### src/rtl/ksa_mp_addsub_seq.sv
// Multi-precision add/subtract sequencer. WORDS x 32-bit operands are streamed
// through one 32-bit Kogge-Stone adder, least-significant slice first, and the
// carry is chained in a register.
// Optional feature: define KSA_SEQ_OVF_EN to enable the signed-overflow flag.
// When it is not defined, out_ovf is tied to 0.

// 32-bit Kogge-Stone adder with carry-in; s[32] is the carry-out
module UBPriKSA_31_0 (
  input  logic [31:0] x,
  input  logic [31:0] y,
  input  logic        cin,
  output logic [32:0] s
);
  logic [31:0] p0, g0, g1, p1, g2, p2, g3, p3, g4, p4, g5;

  // Prefix tree; carry-in is folded into the bit-0 generate term
  always_comb begin
    p0 = x ^ y;
    g0 = x & y;
    g0[0] = (x[0] & y[0]) | (p0[0] & cin);
    g1 = g0 | (p0 & {g0[30:0], 1'b0});
    p1 = p0 & {p0[30:0], 1'b1};
    g2 = g1 | (p1 & {g1[29:0], 2'b0});
    p2 = p1 & {p1[29:0], 2'b11};
    g3 = g2 | (p2 & {g2[27:0], 4'b0});
    p3 = p2 & {p2[27:0], 4'hF};
    g4 = g3 | (p3 & {g3[23:0], 8'b0});
    p4 = p3 & {p3[23:0], 8'hFF};
    g5 = g4 | (p4 & {g4[15:0], 16'b0});
    s  = {g5[31], p0 ^ {g5[30:0], cin}};
  end
endmodule

module ksa_mp_addsub_seq #(
  parameter int unsigned WORDS = 4
) (
  input  logic                  clk,
  input  logic                  rst,
  input  logic                  in_valid,
  output logic                  in_ready,
  input  logic                  in_sub,
  input  logic [32*WORDS-1:0]   in_a,
  input  logic [32*WORDS-1:0]   in_b,
  output logic                  out_valid,
  input  logic                  out_ready,
  output logic [32*WORDS-1:0]   out_sum,
  output logic                  out_cout,
  output logic                  out_ovf,
  output logic                  busy
);
  localparam int unsigned W    = 32 * WORDS;
  localparam int unsigned IDXW = (WORDS > 1) ? $clog2(WORDS) : 1;

  typedef enum logic [1:0] {ST_IDLE, ST_RUN, ST_DONE} state_t;

  state_t            state_q, state_d;
  logic [W-1:0]      a_q, a_d, b_q, b_d, sum_q, sum_d;
  logic              sub_q, sub_d, carry_q, carry_d, cout_q, cout_d;
  logic [IDXW-1:0]   idx_q, idx_d;
  logic              in_ready_q, in_ready_d, out_valid_q, out_valid_d;
  logic              busy_q, busy_d;
  logic [31:0]       x_c, y_c;
  logic [32:0]       s_c;
  logic              last_c;

  // Select the current operand slice; subtract inverts B
  always_comb begin
    x_c = '0;
    y_c = '0;
    for (int k = 0; k < int'(WORDS); k++) begin
      if (idx_q == IDXW'(k)) begin
        x_c = a_q[32*k +: 32];
        y_c = b_q[32*k +: 32] ^ {32{sub_q}};
      end
    end
  end

  assign last_c = (idx_q == IDXW'(WORDS - 1));

  UBPriKSA_31_0 u_core (
    .x   (x_c),
    .y   (y_c),
    .cin (carry_q),
    .s   (s_c)
  );

  // Next-state and datapath update
  always_comb begin
    state_d     = state_q;
    a_d         = a_q;
    b_d         = b_q;
    sub_d       = sub_q;
    carry_d     = carry_q;
    idx_d       = idx_q;
    sum_d       = sum_q;
    cout_d      = cout_q;
    in_ready_d  = in_ready_q;
    out_valid_d = out_valid_q;
    busy_d      = busy_q;
    case (state_q)
      ST_IDLE: begin
        if (in_valid) begin
          state_d    = ST_RUN;
          a_d        = in_a;
          b_d        = in_b;
          sub_d      = in_sub;
          carry_d    = in_sub;
          idx_d      = '0;
          in_ready_d = 1'b0;
          busy_d     = 1'b1;
        end
      end
      ST_RUN: begin
        for (int k = 0; k < int'(WORDS); k++) begin
          if (idx_q == IDXW'(k)) sum_d[32*k +: 32] = s_c[31:0];
        end
        carry_d = s_c[32];
        if (last_c) begin
          state_d     = ST_DONE;
          idx_d       = '0;
          cout_d      = s_c[32];
          out_valid_d = 1'b1;
        end else begin
          idx_d = IDXW'(idx_q + 1'b1);
        end
      end
      ST_DONE: begin
        if (out_ready) begin
          state_d     = ST_IDLE;
          out_valid_d = 1'b0;
          in_ready_d  = 1'b1;
          busy_d      = 1'b0;
        end
      end
      default: begin
        state_d     = ST_IDLE;
        in_ready_d  = 1'b1;
        out_valid_d = 1'b0;
        busy_d      = 1'b0;
      end
    endcase
  end

  // State and datapath registers
  always_ff @(posedge clk or posedge rst) begin
    if (rst) begin
      state_q     <= ST_IDLE;
      a_q         <= '0;
      b_q         <= '0;
      sub_q       <= 1'b0;
      carry_q     <= 1'b0;
      idx_q       <= '0;
      sum_q       <= '0;
      cout_q      <= 1'b0;
      in_ready_q  <= 1'b1;
      out_valid_q <= 1'b0;
      busy_q      <= 1'b0;
    end else begin
      state_q     <= state_d;
      a_q         <= a_d;
      b_q         <= b_d;
      sub_q       <= sub_d;
      carry_q     <= carry_d;
      idx_q       <= idx_d;
      sum_q       <= sum_d;
      cout_q      <= cout_d;
      in_ready_q  <= in_ready_d;
      out_valid_q <= out_valid_d;
      busy_q      <= busy_d;
    end
  end

`ifdef KSA_SEQ_OVF_EN
  logic ovf_q, ovf_d;

  // Two's-complement overflow of the top slice, captured on the final RUN edge
  always_comb begin
    ovf_d = ovf_q;
    if (state_q == ST_RUN && last_c)
      ovf_d = (x_c[31] == y_c[31]) && (s_c[31] != x_c[31]);
  end

  // Overflow flag register
  always_ff @(posedge clk or posedge rst) begin
    if (rst) ovf_q <= 1'b0;
    else     ovf_q <= ovf_d;
  end

  assign out_ovf = ovf_q;
`else
  assign out_ovf = 1'b0;
`endif

  assign in_ready  = in_ready_q;
  assign out_valid = out_valid_q;
  assign busy      = busy_q;
  assign out_sum   = sum_q;
  assign out_cout  = cout_q;

endmodule
### config.mk
export PLATFORM = sky130hd
export DESIGN_NAME = ksa_mp_addsub_seq
export DESIGN_NICKNAME = d
export VERILOG_FILES = /design/src/rtl/ksa_mp_addsub_seq.sv
export SDC_FILE = /design/constraint.sdc
export NUM_CORES = 1
export LEC_CHECK = 0
export ABC_AREA = 1
export ABC_CLOCK_PERIOD_IN_PS = 12650
export BUFFER_PORTS_ARGS = -buffer_cell sky130_fd_sc_hd__buf_2
export CAP_MARGIN = 20
export CORE_UTILIZATION = 45
export DETAILED_ROUTE_END_ITERATION = 8
export PLACE_DENSITY_LB_ADDON = 0.08
export SYNTH_ARGS = -nofsm -noshare
export SYNTH_HDL_FRONTEND = slang
export SYNTH_SLANG_ARGS = --single-unit
### constraint.sdc
create_clock -name clk -period 12.65 [get_ports clk]
set_input_delay 0.6325 -clock clk [delete_from_list [all_inputs] [get_ports clk]]
set_output_delay 0.6325 -clock clk [all_outputs]
set_load 0.02 [all_outputs]
==> key figures, run 1 <==
Detailed routing
  – First-iteration detailed-routing DRC count: 1588
  – TritonRoute pass-1 iters: 6
  – Detailed-route DRC error count: 0
  – Vias after detailed routing: 18445
  – Routed wire length: 66300 um
  – Routed Antenna Nets: 0
  – Via/cell ratio: 5.20
  – Wire per inst: 18.7 um

CTS
  – Clock Sinks: 394
  – CTS Hold Buffers Added: 0
  – Reg clk slew, reported paths: 0.06 ns
  – CTS Buf Count: 43
  – CTS H-tree depth: 2
  – PostCTS Resize Cnt: 0
  – Clk buf depth: 3
  – Insertion delay to the later sink of the worst-skew pair: 0.57 ns
  – TritonCTS clock tree: yes
  – Postcts setup bufs: 0
  – Root Buffer: clkbuf_16

GRT
  – Pin count of the biggest net entering global routing: 149
  – All-Layer GR Usage: 29.4%
  – First-pass GRT wire length: 101000 um
  – Vias in the first global route: 17455
  – Initial antenna violation count: 1
  – Total gr overflow: 0

STA
  – Period Utilization, post-route: 37.1%
  – Fin Setup TNS: 0 ns
  – Hold_ws: 0.166 ns
  – Fmax: 213 MHz
  – Min cycle time layout: 4.70 ns
  – Headroom to the max-slew limit: 36.3%
  – RSZ-0062 raised after global routing: no
  – Tightest Pin Transition: 0.956 ns
  – Final worst slack: 7.95 ns
  – Max Slew Vio Count: 0
  – Final count of hold timing violations: 0
  – Skew final: 0.0253 ns
  – Final setup violation count: 0

Status
  – Status: completed

Die
  – Die Y-Extent: 213 um
  – Core area: 43600 um2
  – Starting density of the core: 46.0%
  – I/O Pins: 394
  – Die Outline Area: 45400 um2
  – # rows: 76
  – Die X: 213 um

Placement
  – Port Buffer Count: 392
  – Routability congestion estimate from global placement: 0.962
  – Dpl hpwl: 47900 um
  – DP Worst Slack: 7.98 ns
  – DP Area: 22300 um2

Setup path
  – Worst EP arrival: 5.11 ns
  – Crit. End Element: flip-flop
  – Max FO, Critical Path: 37
  – Slowest cell on the critical path: ha_2
  – Crit-path cells: inv_1 -> ha_2 -> nor2_8 -> inv_2 -> a21oi_1 -> o21ai_0 -> o21ai_0 -> nor2_1 -> o21ai_0 -> o21ai_0 -> fa_1 -> inv_1 -> fa_1 -> nand2_1 -> nand3_1 -> xnor2_1 -> o21ai_0
  – Setup crit start kind: flip-flop
  – Max stage delay on crit path: 0.73 ns
  – Critical Path RT: 13.06 ns
  – Kind of critical path: flip-flop to flip-flop
  – CP dominant cell by count: o21ai_0

Synth
  – Yosys cell types: 41
  – EDFF count, synth: 0
  – Synthesized cell area: 20000 um2
  – Register area share after synthesis: 49.2%
  – Yosys warns: 0
  – Post-Synthesis Cells: 2617
  – Avg Inst Size Synth: 7.66 um2
  – Fraction of registers with async set/reset: 100%
  – Syn nets: 2915
  – Synth Register Bits: 394
  – Most used DFF post-synth: dfrtp_1

Cells and area
  – Most common cell after layout, fill and taps aside: nand2_1
  – Most frequent cells in the layout: 1228 x nand2_1, 392 x dfrtp_1, 392 x buf_2, 195 x o21ai_0
  – Design area: 23700 um2
  – Area added between synthesis and finish: 18.3%
  – Share of cells above drive strength 1: 18.2%
  – Nets: 3232

Run
  – MaxCap Viol Count: 0

Hold path
  – Worst min-delay path class: input pin to async pin
-- per-stage QoR --
stage,util [%],cells
final,54.5,3544
after global routing,54.5,3543
after CTS,54.3,3541
after detailed placement,51.2,3472
after global placement,51.2,3472
after floorplan,-,2617
-- final cells by class --
cell class | count | area [um2]
Fill cell | 4306 | 19800
Sequential cell | 394 | 9860
Multi-Input combinational cell | 1946 | 9080
Timing Repair Buffer | 414 | 2170
Clock buffer | 60 | 1210
Tap cell | 585 | 732
Inverter | 135 | 523
Clock inverter | 9 | 149
Antenna cell | 1 | 2.50
-- worst max-delay path, delay by kind of cell, from the launching register on --
| family | cells | cell delay, ns |
|---|---|---|
| compound gates | 6 | 0.66 |
| xor+xnor | 1 | 0.64 |
| fa+ha+maj | 3 | 1.46 |
| buf+inv | 3 | 0.82 |
| flops | 1 | 0.40 |
| simple gates | 4 | 0.55 |
-- cells in the mapped netlist, types with 2 or more instances --
cell type	number	area, um2
inv_1	125	469
nand2_2	25	156
nand3_1	120	601
dfrtp_1	393	9830
o211ai_1	28	210
o21ai_1	29	145
nor3_1	2	10.0
nor2_2	9	56.3
clkbuf_1	64	240
ha_1	35	438
o21ai_0	195	976
nand2_1	1228	4610
nand2_4	2	22.5
buf_4	3	22.5
xnor2_2	3	48.8
nor2_1	45	169
fa_1	2	40.0
buf_2	59	295
nand4_1	2	12.5
inv_2	9	33.8
xnor2_1	66	578
nand3b_1	4	30.0
a221oi_1	25	219
nand3b_2	2	22.5
o21bai_1	2	15.0
xor2_1	4	35.0
nand3_2	6	60.1
buf_1	16	60.1
a21oi_1	102	510
-- flip-flops by register name, indices dropped and copies added (netlist names) --
| signal | count |
|---|---|
| a_q | 128 |
| b_q | 128 |
| busy | 1 |
| carry_q | 1 |
| idx_q | 2 |
| in_ready | 1 |
| out_cout | 1 |
| out_sum | 128 |
| out_valid | 1 |
| state_q | 2 |
| sub_q | 1 |
-- per-layer routing --
| layer | part of all wire, % | vias up | global-route usage, % |
|---|---|---|---|
| met5 | 0 | - | 0 |
| met4 | 3.0 | 0 | 9.97 |
| met3 | 6.5 | 92 | 4.54 |
| met2 | 45 | 671 | 46.0 |
| met1 | 45 | 8733 | 41.6 |
| li1 | - | 8949 | - |
-- final timing paths --
| path | startpoint | to | slack (ns) | cells after the start |
|---|---|---|---|---|
| max | idx_q[1] | out_sum[102] | 7.95 | 17 |
| min | rst | out_sum[32] | 0.17 | 2 |
| max reg2reg | idx_q[1] | out_sum[102] | 7.95 | 17 |
| min reg2reg | out_sum[2] | out_sum[2] | 0.47 | 2 |
| max in group asynchronous | rst | out_sum[25] | 10.09 | 4 |
| min in group clk | in_b[57] | b_q[57] | 0.25 | 3 |
-- logic make-up after synthesis --
logic type / synth area share, %
AND/OR/NAND/NOR: 28.9
flip-flops: 49.2
AO/OA/AOI/OAI: 10.5
buffers and inverters: 5.61
XOR/XNOR: 3.38
adder cells (fa/ha/maj): 2.38
other: 0.0187
Power of run 1 is left out: the tool's default activity adds up to more than one toggle a clock period on the data nets, which glitch-free logic cannot reach.
==> inputs of run 2 (changes only) <==
--- a/config.mk
+++ b/config.mk
@@ -6,7 +6,7 @@
 export NUM_CORES = 1
 export LEC_CHECK = 0
 export ABC_AREA = 1
-export ABC_CLOCK_PERIOD_IN_PS = 12650
+export ABC_CLOCK_PERIOD_IN_PS = 4100
 export BUFFER_PORTS_ARGS = -buffer_cell sky130_fd_sc_hd__buf_2
 export CAP_MARGIN = 20
 export CORE_UTILIZATION = 45
==> constraint.sdc (replaced) <==
create_clock -name clk -period 4.1 [get_ports clk]
set_input_delay 0.205 -clock clk [delete_from_list [all_inputs] [get_ports clk]]
set_output_delay 0.205 -clock clk [all_outputs]
set_load 0.02 [all_outputs]
==> run 2 against run 1 <==
Effect of this change:
- wire length grew 7.9%
- worst setup slack lost 7.7 ns
- hold slack lost 0.10 ns
- sequential cell count is the same
- core utilization grew 6.6 points
- count of clock-buffer cells in the layout grew 4
- global-route usage grew 2.1 points
- first-iteration DRC count grew 10%
- maximum frequency grew 23%
- register-to-register slack lost 7.7 ns
- cell area grew 12%
- highest routed layer is now met5
==> key figures, run 2 (synthesis gave the netlist of run 1 again) <==
Detailed routing
  – Via/cell ratio: 5.14 (-1.2%)
  – Routed Antenna Nets: 0 (unchanged)
  – TritonRoute pass-1 iters: 5 (-1)
  – Routed wire length: 71500 um (+7.9%)
  – Vias after detailed routing: 19703 (+6.8%)
  – Wire per inst: 18.7 um (-0.28%)
  – First-iteration detailed-routing DRC count: 1747 (+10%)
  – Detailed-route DRC error count: 0 (unchanged)

Cells and area
  – Fillers: 3889 (-9.7%)
  – Multi-input gate area: 9090 um2 (about the same)
  – Share of cells above drive strength 1: 17.5% (-0.73 points)
  – Most common cell after layout, fill and taps aside: nand2_1
  – Area added between synthesis and finish: 32.7%
  – Register area: 9860 um2 (unchanged)
  – Antenna fix cells: 0 (-1)
  – Final core occ: 61.1% (+6.6 points)
  – Most frequent cells in the layout: 1228 x nand2_1, 392 x dfrtp_1, 392 x buf_2, 259 x dlygate4sd3_1, 194 x o21ai_0
  – Nets: 3515 (+8.8%)

GRT
  – Initial antenna violation count: 2 (+1)
  – Total gr overflow: 0 (unchanged)
  – All-Layer GR Usage: 31.6% (+2.1 points)
  – First-pass GRT wire length: 109000 um (+8.0%)
  – Vias in the first global route: 19333 (+11%)
  – Pin count of the biggest net entering global routing: 228 (+53%)

Placement
  – Port Buffer Count: 392 (unchanged)
  – Routability congestion estimate from global placement: 0.953 (-0.88%)
  – DP Worst Slack: 0.213 ns (-7.77 ns)
  – Dpl hpwl: 48400 um (+0.99%)

Setup path
  – Critical Path RT: 4.54 ns (-8.52 ns)
  – Kind of critical path: flip-flop to flip-flop
  – Crit. End Element: flip-flop
  – R2R depth: 18 (+1)
  – Worst EP arrival: 4.26 ns (-0.85 ns)
  – Max FO, Critical Path: 32 (-14%)
  – Setup crit start kind: flip-flop

CTS
  – Clk buf depth: 3 (unchanged)
  – Clock Sinks: 394 (unchanged)
  – CTS H-tree depth: 2 (unchanged)
  – Root Buffer: clkbuf_16
  – CTS Buf Count: 43 (unchanged)
  – Postcts setup bufs: 0 (unchanged)
  – TritonCTS clock tree: yes
  – Insertion delay to the later sink of the worst-skew pair: 0.57 ns (about the same)
  – Reg clk slew, reported paths: 0.06 ns (about the same)

Status
  – Status: completed

STA
  – Period Utilization, post-route: 93.1% (+56 points)
  – Headroom to the max-slew limit: 19.6% (-17 points)
  – Final setup violation count: 0 (unchanged)
  – Final count of hold timing violations: 0 (unchanged)
  – Fmax: 262 MHz (+23%)
  – Skew final: 0.0223 ns (-0.00300 ns)
  – Min cycle time layout: 3.82 ns (-0.880 ns)
  – Max Slew Vio Count: 0 (unchanged)
  – Tightest Pin Transition: 1.21 ns (+0.250 ns)
  – Final worst slack: 0.283 ns (-7.67 ns)
  – RSZ-0062 raised after global routing: no

Hold path
  – Worst min-delay path class: input pin to flip-flop
  – Worst hold path depth: 3

Die
  – # rows: 76 (unchanged)
  – Core area: 43600 um2 (unchanged)
  – Die X: 213 um (unchanged)
  – Die Outline Area: 45400 um2 (unchanged)
  – Starting density of the core: 46.0% (unchanged)
  – I/O Pins: 394 (unchanged)
  – Die Y-Extent: 213 um (unchanged)

Run
  – MaxCap Viol Count: 0 (unchanged)
run 2: changes by cell type in the layout (fill, tap and decap cells not counted), moves of 3 or more:
cell	before	now
buf_12	0	10
buf_4	20	35
clkbuf_1	10	14
clkinv_1	4	1
clkinv_2	5	9
dlygate4sd3_1	0	259
inv_1	120	123
run 2: cell type report:
type                    instances  share of cell area [%]
well taps                     585                    2.75
clock inverters                12                   0.522
clock buffers                  64                    4.60
multi-input cells            1946                    34.1
flip-flops and latches        394                    37.1
inverters                     135                    1.96
repair buffers                697                    19.0
run 2: metrics by stage:
stage / hold slack, ns / instance area [um2] / setup TNS [ns] / cells
2_1_floorplan: 0.312 / 20100 / -552.57 / 2617
3_3_place_gp: 0.339 / 22600 / 0 / 3497
3_5_place_dp: 0.333 / 22600 / 0 / 3498
4_1_cts: 0.0465 / 26600 / 0 / 3833
5_1_grt: 0.0732 / 26600 / 0 / 3833
6_report: 0.0615 / 26600 / 0 / 3833
run 2: metal layers:
layer	global-route usage, %	vias to the layer above	part of all wire (%)
met1	42.4	9287	43
met3	4.93	125	6.1
met4	11.0	2	3.1
li1	-	9531	-
met2	51.8	758	47
met5	0	-	0.018
run 2: timing repair:
action / in CTS / in global routing
endpoints found under the setup margin: 0 / 29
endpoints found under the hold margin: 278 / 0
hold buffers: 259 / 0
gates resized for setup: 0 / 5
run 2: final timing paths:
kind / startpoint / to / slack, ns
worst min register to register: in_ready / in_ready / 0.47
max in group asynchronous: rst / a_q[123] / 2.54
worst min-delay path: in_valid / busy / 0.06
worst max-delay path: idx_q[1] / out_sum[31] / 0.28
min in group asynchronous: rst / b_q[20] / 0.29
worst max register to register: idx_q[1] / out_sum[31] / 0.28
run 2: critical path, stage by stage (launching register included):
cell	delay, ns
dfrtp_1	0.40
inv_1	0.10
ha_2	0.27
buf_4	0.41
a21oi_1	0.14
o21ai_0	0.11
o21ai_0	0.14
a21oi_1	0.48
ha_1	0.43
nand2_1	0.10
nand2_1	0.15
nand2_1	0.10
nand2_1	0.07
inv_1	0.06
nand2_1	0.09
a21oi_1	0.25
nand3_2	0.18
nand3_1	0.13
nand2_1	0.06
Power of run 2 is left out for the same reason.
==> inputs of run 3 (changes only) <==
--- a/config.mk
+++ b/config.mk
@@ -6,7 +6,7 @@
 export NUM_CORES = 1
 export LEC_CHECK = 0
 export ABC_AREA = 1
-export ABC_CLOCK_PERIOD_IN_PS = 4100
+export ABC_CLOCK_PERIOD_IN_PS = 3650
 export BUFFER_PORTS_ARGS = -buffer_cell sky130_fd_sc_hd__buf_2
 export CAP_MARGIN = 20
 export CORE_UTILIZATION = 45
==> constraint.sdc (replaced) <==
create_clock -name clk -period 3.65 [get_ports clk]
set_input_delay 0.1825 -clock clk [delete_from_list [all_inputs] [get_ports clk]]
set_output_delay 0.1825 -clock clk [all_outputs]
set_load 0.02 [all_outputs]
==> run 3 against run 2 <==
Effect of this change:
- via count is 1.0% higher
- critical path depth grew 3
- worst setup slack worse by 0.12 ns
==> key figures, run 3 (synthesis gave the netlist of run 1 again) <==
Cells and area
  – Fillers: 3847 (-1.1%)
  – Nets: 3548 (+0.94%)
  – Most common cell after layout, fill and taps aside: nand2_1
  – Share of cells above drive strength 1: 19.1% (+1.6 points)
  – Most frequent cells in the layout: 1225 x nand2_1, 392 x dfrtp_1, 392 x buf_2, 259 x dlygate4sd3_1, 193 x o21ai_0
  – Antenna fix cells: 0 (unchanged)
  – Area added between synthesis and finish: 34.7%

CTS
  – CTS Buf Count: 43 (unchanged)
  – Clk buf depth: 3 (unchanged)
  – TritonCTS clock tree: yes
  – Insertion delay to the later sink of the worst-skew pair: 0.57 ns (about the same)
  – CTS H-tree depth: 2 (unchanged)
  – Clock Sinks: 394 (unchanged)
  – Root Buffer: clkbuf_16
  – Reg clk slew, reported paths: 0.06 ns (about the same)

Status
  – Status: completed

STA
  – Period Utilization, post-route: 95.6% (+2.5 points)
  – Final setup violation count: 0 (unchanged)
  – Min cycle time layout: 3.49 ns (-0.329 ns)
  – Max Slew Vio Count: 0 (unchanged)
  – RSZ-0062 raised after global routing: yes
  – Tightest Pin Transition: 1.06 ns (-0.142 ns)
  – Headroom to the max-slew limit: 29.1% (+9.5 points)
  – Fin Setup TNS: 0 ns (unchanged)
  – Fmax: 287 MHz (+9.4%)
  – Skew final: 0.0285 ns (+0.00618 ns)
  – Final count of hold timing violations: 0 (unchanged)
  – Final worst slack: 0.162 ns (-0.121 ns)

Die
  – Core area: 43600 um2 (unchanged)
  – Die X: 213 um (unchanged)
  – Die Y-Extent: 213 um (unchanged)
  – Starting density of the core: 46.0% (unchanged)
  – # rows: 76 (unchanged)
  – I/O Pins: 394 (unchanged)
  – Die Outline Area: 45400 um2 (unchanged)

Setup path
  – R2R depth: 21 (+3)
  – Crit. End Element: flip-flop
  – Critical path origin: idx_q[1]
  – Setup crit start kind: flip-flop
  – Worst EP arrival: 3.93 ns (-0.33 ns)
  – Register-to-register setup slack: 0.16 ns (-0.12 ns)
  – Max FO, Critical Path: 29 (-9.4%)
  – Kind of critical path: flip-flop to flip-flop
  – Worst flop-to-flop path startpoint: idx_q[1]
  – Crit path capture: out_sum[122]
  – Crit Reg-Reg Endpoint: out_sum[122]
  – Critical Path RT: 4.09 ns (-0.45 ns)

Run
  – MaxCap Viol Count: 0 (unchanged)

Detailed routing
  – Via/cell ratio: 5.15 (+0.15%)
  – First-iteration detailed-routing DRC count: 1804 (+3.3%)
  – Vias after detailed routing: 19908 (+1.0%)
  – Routed wire length: 70800 um (-1.0%)
  – Wire per inst: 18.3 um (-1.9%)
  – TritonRoute pass-1 iters: 6 (+1)
  – Routed Antenna Nets: 0 (unchanged)
  – Detailed-route DRC error count: 0 (unchanged)

Hold path
  – Worst min-delay path class: input pin to flip-flop

Placement
  – DP Worst Slack: 0.00629 ns (-0.206 ns)
  – Routability congestion estimate from global placement: 0.944 (-0.94%)
  – Port Buffer Count: 392 (unchanged)
  – Dpl hpwl: 47800 um (-1.1%)

GRT
  – Vias in the first global route: 19195 (-0.71%)
  – Total gr overflow: 0 (unchanged)
  – Pin count of the biggest net entering global routing: 215 (-5.7%)
  – First-pass GRT wire length: 109000 um (about the same)
  – All-Layer GR Usage: 31.2% (-0.36 points)
  – Initial antenna violation count: 0 (-2)
==> run 3: cell count changes in the layout (fill, tap and decap cells not counted), moves of 3 or more <==
cell | previous run | this run
a21oi_1 | 102 | 97
a21oi_2 | 1 | 6
buf_4 | 35 | 67
clkbuf_1 | 14 | 10
inv_2 | 7 | 10
nand2_1 | 1228 | 1225
nand2_2 | 24 | 27
nor2_1 | 45 | 40
nor2_2 | 9 | 14
==> run 3: layer usage <==
metal	part of all wire (%)	global-route usage (%)	vias to the layer above	routed length, um
met5	0	0	-	0
met4	2.7	9.77	0	1930
met3	6.0	3.52	115	4210
met2	48	50.9	770	33600
li1	-	-	9584	-
met1	44	43.4	9439	31000
==> run 3: layout make-up <==
type                            count  area [um2]  area share [%]
Clock buffer                       61        1220            4.53
Timing Repair Buffer              730        5300            19.6
Clock inverter                     16         215           0.797
Inverter                          135         519            1.92
Sequential cell                   394        9860            36.5
Tap cell                          585         732            2.71
Multi-Input combinational cell   1946        9140            33.9
==> run 3: per-stage QoR <==
stage                     util, %  hold slack [ns]  area [um2]  instances
final                        62.0            0.105       27000       3867
after global routing         62.0            0.106       27000       3867
after CTS                    61.8           0.0745       26900       3862
after global placement       52.5            0.226       22900       3526
after floorplan                 -            0.290       20100       2617
after detailed placement     52.5            0.218       22900       3526
==> run 3: worst max-delay path: stages (launching register included) <==
cell and delay (ns):
dfrtp_1 0.40, inv_1 0.10, ha_2 0.29, nor2_8 0.06, inv_2 0.06, buf_12 0.18, buf_4 0.19, a21oi_1 0.04
o21ai_0 0.08, o211ai_1 0.13, nand3_1 0.13, o21ai_0 0.16, ha_1 0.41, nand2_1 0.15, nor2_2 0.19, nand2_1 0.10
nor2_1 0.11, nand2_1 0.08, nand3_1 0.08, nand2_1 0.20, nand3_1 0.14, nand2_1 0.05
==> run 3: how the worst min path moves through the flow <==
| stage | from | endpoint | slack (ns) | cells after the start |
|---|---|---|---|---|
| after floorplan | out_ready | state_q[1] | 0.29 | 1 |
| after global placement | rst | b_q[26] | 0.23 | 2 |
| final | in_valid | busy | 0.10 | 3 |
| after global routing | in_valid | busy | 0.11 | 3 |
| after detailed placement | rst | b_q[26] | 0.22 | 2 |
| after CTS | in_valid | busy | 0.07 | 3 |
==> run 3: timing repair <==
| item | 4_1_cts | 5_1_grt |
|---|---|---|
| setup endpoints to repair | 1 | 71 |
| hold buffers | 259 | 0 |
| resized for setup | 1 | 23 |
| pin swaps | 0 | 6 |
| endpoints found under the hold margin | 268 | 0 |
| buffers inserted | 0 | 5 |
Power of run 3 is left out for the same reason.
